===== src/rtl/cpu_sequencer.sv =====
// Multi-cycle control unit for the 2-bit CPU: owns PC/IR, fetches over a req/valid
// handshake and issues one-cycle control strobes to the accumulator datapath.
module cpu_sequencer #(
    parameter int unsigned PC_W = 2,
    parameter int unsigned DW   = 2,
    parameter int unsigned OPW  = 2
) (
    input  logic              clk,
    input  logic              reset,
    input  logic              run,
    input  logic              step,
    output logic              imem_req,
    output logic [PC_W-1:0]   imem_addr,
    input  logic              imem_valid,
    input  logic [OPW+DW-1:0] imem_data,
    input  logic              acc_zero,
    output logic              ctl_acc_load,
    output logic              ctl_acc_add,
    output logic              ctl_out_load,
    output logic [DW-1:0]     ctl_imm,
    output logic              busy,
    output logic              halted
);

    localparam int unsigned IW = OPW + DW;

    localparam logic [OPW-1:0] OP_LDI  = OPW'(0);
    localparam logic [OPW-1:0] OP_ADD  = OPW'(1);
    localparam logic [OPW-1:0] OP_MISC = OPW'(2);
    localparam logic [OPW-1:0] OP_JZ   = OPW'(3);
    localparam logic [DW-1:0]  IMM_OUT  = '0;
    localparam logic [DW-1:0]  IMM_HALT = '1;

    typedef enum logic [1:0] {IDLE, FETCH, EXEC, HALT} state_t;

    state_t          state, state_nxt;
    logic [PC_W-1:0] pc, pc_nxt;
    logic [IW-1:0]   ir, ir_nxt;
    logic            cont, cont_nxt;
    logic [OPW-1:0]  op, op_nxt;
    logic [DW-1:0]   imm, imm_nxt;
    logic            req_nxt, load_nxt, add_nxt, out_nxt, busy_nxt, halted_nxt;
    logic [DW-1:0]   ctl_imm_nxt;

    assign op        = ir[IW-1:DW];
    assign imm       = ir[DW-1:0];
    assign imem_addr = pc;

    // Next state plus outputs computed from the next state so every output is a flop.
    always_comb begin
        state_nxt   = state;
        pc_nxt      = pc;
        ir_nxt      = ir;
        cont_nxt    = cont;
        op_nxt      = '0;
        imm_nxt     = '0;
        req_nxt     = 1'b0;
        load_nxt    = 1'b0;
        add_nxt     = 1'b0;
        out_nxt     = 1'b0;
        ctl_imm_nxt = '0;
        busy_nxt    = 1'b0;
        halted_nxt  = 1'b0;

        unique case (state)
            IDLE: begin
                if (run) begin
                    state_nxt = FETCH;
                    cont_nxt  = 1'b1;
                end else if (step) begin
                    state_nxt = FETCH;
                    cont_nxt  = 1'b0;
                end
            end
            FETCH: begin
                if (imem_valid) begin
                    ir_nxt    = imem_data;
                    state_nxt = EXEC;
                end
            end
            EXEC: begin
                pc_nxt    = pc + PC_W'(1);
                state_nxt = (cont && run) ? FETCH : IDLE;
                if (op == OP_JZ && acc_zero) begin
                    pc_nxt = PC_W'(imm);
                end
                if (op == OP_MISC && imm == IMM_HALT) begin
                    pc_nxt    = pc;
                    state_nxt = HALT;
                end
            end
            HALT:    state_nxt = HALT;
            default: state_nxt = IDLE;
        endcase

        op_nxt     = ir_nxt[IW-1:DW];
        imm_nxt    = ir_nxt[DW-1:0];
        req_nxt    = (state_nxt == FETCH);
        busy_nxt   = (state_nxt == FETCH) || (state_nxt == EXEC);
        halted_nxt = (state_nxt == HALT);
        if (state_nxt == EXEC) begin
            ctl_imm_nxt = imm_nxt;
            load_nxt    = (op_nxt == OP_LDI);
            add_nxt     = (op_nxt == OP_ADD);
            out_nxt     = (op_nxt == OP_MISC) && (imm_nxt == IMM_OUT);
        end
    end

    always_ff @(posedge clk or negedge reset) begin
        if (!reset) begin
            state        <= IDLE;
            pc           <= '0;
            ir           <= '0;
            cont         <= 1'b0;
            imem_req     <= 1'b0;
            ctl_acc_load <= 1'b0;
            ctl_acc_add  <= 1'b0;
            ctl_out_load <= 1'b0;
            ctl_imm      <= '0;
            busy         <= 1'b0;
            halted       <= 1'b0;
        end else begin
            state        <= state_nxt;
            pc           <= pc_nxt;
            ir           <= ir_nxt;
            cont         <= cont_nxt;
            imem_req     <= req_nxt;
            ctl_acc_load <= load_nxt;
            ctl_acc_add  <= add_nxt;
            ctl_out_load <= out_nxt;
            ctl_imm      <= ctl_imm_nxt;
            busy         <= busy_nxt;
            halted       <= halted_nxt;
        end
    end

endmodule


===== config.mk =====
export PLATFORM = sky130hd
export DESIGN_NAME = cpu_sequencer
export DESIGN_NICKNAME = d
export VERILOG_FILES = /design/src/rtl/cpu_sequencer.sv
export SDC_FILE = /design/constraint.sdc
export NUM_CORES = 1
export LEC_CHECK = 0
export ABC_CLOCK_PERIOD_IN_PS = 2400
export BUFFER_PORTS_ARGS = -buffer_cell sky130_fd_sc_hd__buf_2
export CAP_MARGIN = 10
export CELL_PAD_IN_SITES_DETAIL_PLACEMENT = 0
export CELL_PAD_IN_SITES_GLOBAL_PLACEMENT = 1
export CORE_MARGIN = 1.5
export CORE_UTILIZATION = 30
export CTS_CLUSTER_DIAMETER = 40
export DETAILED_ROUTE_END_ITERATION = 8
export PLACE_DENSITY_LB_ADDON = 0.05
export SYNTH_ARGS = -nofsm -noshare
export SYNTH_HDL_FRONTEND = slang
export SYNTH_SLANG_ARGS = --single-unit

===== constraint.sdc =====
create_clock -name clk -period 2.4 [get_ports clk]
set_clock_uncertainty 0.15 [all_clocks]
set_input_delay 0.12 -clock clk [delete_from_list [all_inputs] [get_ports clk]]
set_output_delay 0.12 -clock clk [all_outputs]
set_load 0.005 [all_outputs]

==> summary.txt <==
Detailed routing
  – Drt pass-1 iters: 5
  – Vias: 574
  – Remaining DRCs: 0
  – Via/cell ratio: 4.70
  – Wirelength, routed: 1500 um
  – Initial DRC count: 10
  – Routed len/inst: 12.3 um
  – Post-route ant nets: 0

Global routing
  – Total grt overflow: 0
  – First-pass GRT wire length: 2380 um
  – Initial antenna violation count: 0
  – Tot GR Track Use: 11.9%
  – Vias in the first global route: 509
  – Largest net degree at the start of global routing: 18

Synthesis
  – Register bit total from synthesis: 17
  – Count of cell types in the netlist: 32
  – Synth async-reset ratio: 100%
  – Post-synth EDFFs: 0
  – Synthesized area per cell: 12.4 um^2
  – Synthesized net count: 76
  – Post-Syn Area: 779 um^2
  – YS warnings: 0
  – Synth Flop Type: dfrtp_1
  – Post-synthesis sequential area ratio: 54.6%
  – Syn Inst Count: 63

Layout
  – Layout area overhead: 27.9%
  – Ratio of cells with drive above 1 in the final layout: 33.7%
  – ANT cells: 0
  – Fin nets: 106
  – Filler cells: 255
  – Commonest cells after routing, fill and taps aside: buf_2 (19), dfrtp_1 (17), dlygate4sd3_1 (7), nor2_1 (4), inv_1 (4)
  – Commonest non-fill, non-tap cell in the layout: buf_2

Critical path
  – CP Max Fanout: 6
  – CP peak stage delay: 0.43 ns
  – CP endpoint kind: flip-flop
  – Critical path cell sequence: and4b_4, nor2_1, nor2_1, ha_1, inv_1, nor3_1
  – Crit path to: ctl_acc_add$_DFF_PN0_
  – Critical Path RT: 2.45 ns
  – Critical path class: reg -> reg
  – Critical Path Slowest Stage Cell: dfrtp_1
  – Crit path DAT: 1.87 ns
  – Reg2Reg Depth: 6
  – Worst reg-to-reg setup slack: 0.58 ns
  – CP startpoint: ir[2]$_DFF_PN0_
  – Worst R2R End: ctl_acc_add$_DFF_PN0_
  – CP Depth: 6
  – Crit-path leading delay family: simple AND/OR/NAND/NOR gates
  – Startpoint Class: flip-flop
  – Most used cell, CP: nor2_1
  – Worst path bufs/invs: 1
  – R2R Path Start: ir[2]$_DFF_PN0_

Die
  – Full die area: 2910 um^2
  – I/O pin total: 20
  – Die Ht: 54.0 um
  – Core Area: 2480 um^2
  – Die W: 54.0 um
  – Cell row count: 18
  – Starting Density: 31.5%

Clocking
  – Clock sink count: 17
  – CTS buffer count: 3
  – Max H-tree Level: 1
  – Clk root buf: clkbuf_4
  – Post_cts resized: 0
  – CTS tree: yes
  – Clock transition at the registers of the reported paths: 0.09 ns
  – Worst-Skew Late Latency: 0.28 ns
  – Worst-case clock buffer depth: 2

Pwr
  – Cell area power density: 1100 nW/um^2
  – Max rail drop VDD: 0.494 mV
  – Leak: 0.493 nW
  – Total power: 0.00110 W

Timing
  – Final Max Slew Viols: 0
  – Crit share post-route: 75.8%
  – Final hold vios: 0
  – Final Setup Violations: 0
  – Setup TNS: 0 ns
  – Max transition margin: 54.9%
  – Hold_ws: 0.0218 ns
  – Max frequency: 550 MHz
  – RSZ-0062 raised after global routing: no
  – Post-layout min period: 1.82 ns
  – Slew @ Worst Pin: 0.668 ns

Placement
  – PortBufs: 19
  – DP HPWL: 1110 um
  – GP Congestion: 0.698

Min path
  – Hold Path Class: in -> reg
  – Worst hold stages: 3

Job
  – Max Cap Violations: 0

Run status
  – Status: finished clean
[worst min-delay path: stages]
cell,delay [ns]
buf_2,0.11
nand3_1,0.09
o311ai_1,0.09
[Yosys cell counts (2+ instances only)]
| library cell | number | area share, % |
|---|---|---|
| and2_1 | 2 | 1.6 |
| nand2b_1 | 2 | 1.6 |
| nand2_1 | 2 | 0.96 |
| nand3_1 | 2 | 1.3 |
| dfrtp_1 | 17 | 55 |
| nor3_1 | 3 | 1.9 |
| mux2_2 | 2 | 2.9 |
| nor2_1 | 4 | 1.9 |
| inv_1 | 4 | 1.9 |
| ha_1 | 3 | 4.8 |
[layout make-up]
type	instances	area [um^2]	area share, %
Tap cell	30	37.5	3.76
Sequential cell	17	425	42.7
Multi-Input combinational cell	41	328	32.9
Inverter	4	15.0	1.51
Timing Repair Buffer	26	165	16.6
Clock buffer	4	26.3	2.63
[what timing repair did]
action | CTS | global route
hold endpoints to repair | 24 | 0
hold buffers | 7 | 0
setup buffers | 0 | 0
endpoints found under the setup margin | 0 | 0
[power breakdown]
part           total, W  internal, W  switching (W)
Sequential     0.000506     0.000404       0.000101
Clock          0.000147    0.0000644      0.0000827
Combinational  0.000447     0.000239       0.000207
[kinds of logic (layout without fill, tap and decap cells)]
family | count (synthesis) | in the layout | share of synthesized area (%)
multiplexers | 5 | 5 | 7.54
adder cells (fa/ha/maj) | 3 | 3 | 4.82
buffers and inverters | 5 | 34 | 3.37
AND/OR/NAND/NOR | 23 | 23 | 19.4
AO/OA/AOI/OAI | 10 | 10 | 10.3
flip-flops | 17 | 17 | 54.6
[how the worst min path moves through the flow]
stage / slack, ns / end / from
finish: 0.02 / imem_addr[0]$_DFFE_PN0P_ / acc_zero
global route: 0.01 / imem_addr[0]$_DFFE_PN0P_ / acc_zero
CTS: 0.01 / imem_addr[0]$_DFFE_PN0P_ / acc_zero
detailed placement: -0.09 / imem_req$_DFF_PN0_ / reset
global placement: -0.08 / cont$_DFFE_PN0P_ / reset
floorplan: -0.33 / busy$_DFF_PN0_ / reset
[metal layers]
metal / routed length, um / vias to the layer above / global-route usage [%] / share of wire (%)
met4: 15 / 0 / 6.25 / 1.0
li1: - / 284 / - / -
met3: 84 / 2 / 3.33 / 5.6
met2: 675 / 13 / 15.9 / 45
met1: 724 / 275 / 17.3 / 48
met5: 0 / - / 0 / 0
[flip-flops by register name, summed over array words and instances (netlist names)]
signal,flops
imem_req,1
cont,1
imem_addr,2
ctl_out_load,1
ctl_acc_load,1
halted,1
ctl_acc_add,1
busy,1
ctl_imm,2
ir,4
state,2
[per-stage QoR]
stage	util, %	setup WS, ns	area (um^2)	std cells
global route	40.3	0.418	997	122
CTS	40.3	0.554	997	122
global placement	36.4	0.581	901	111
detailed placement	36.4	0.578	901	111
floorplan	-	0.822	779	63
finish	40.3	0.582	997	122
(Power assumes the default switching activity.)
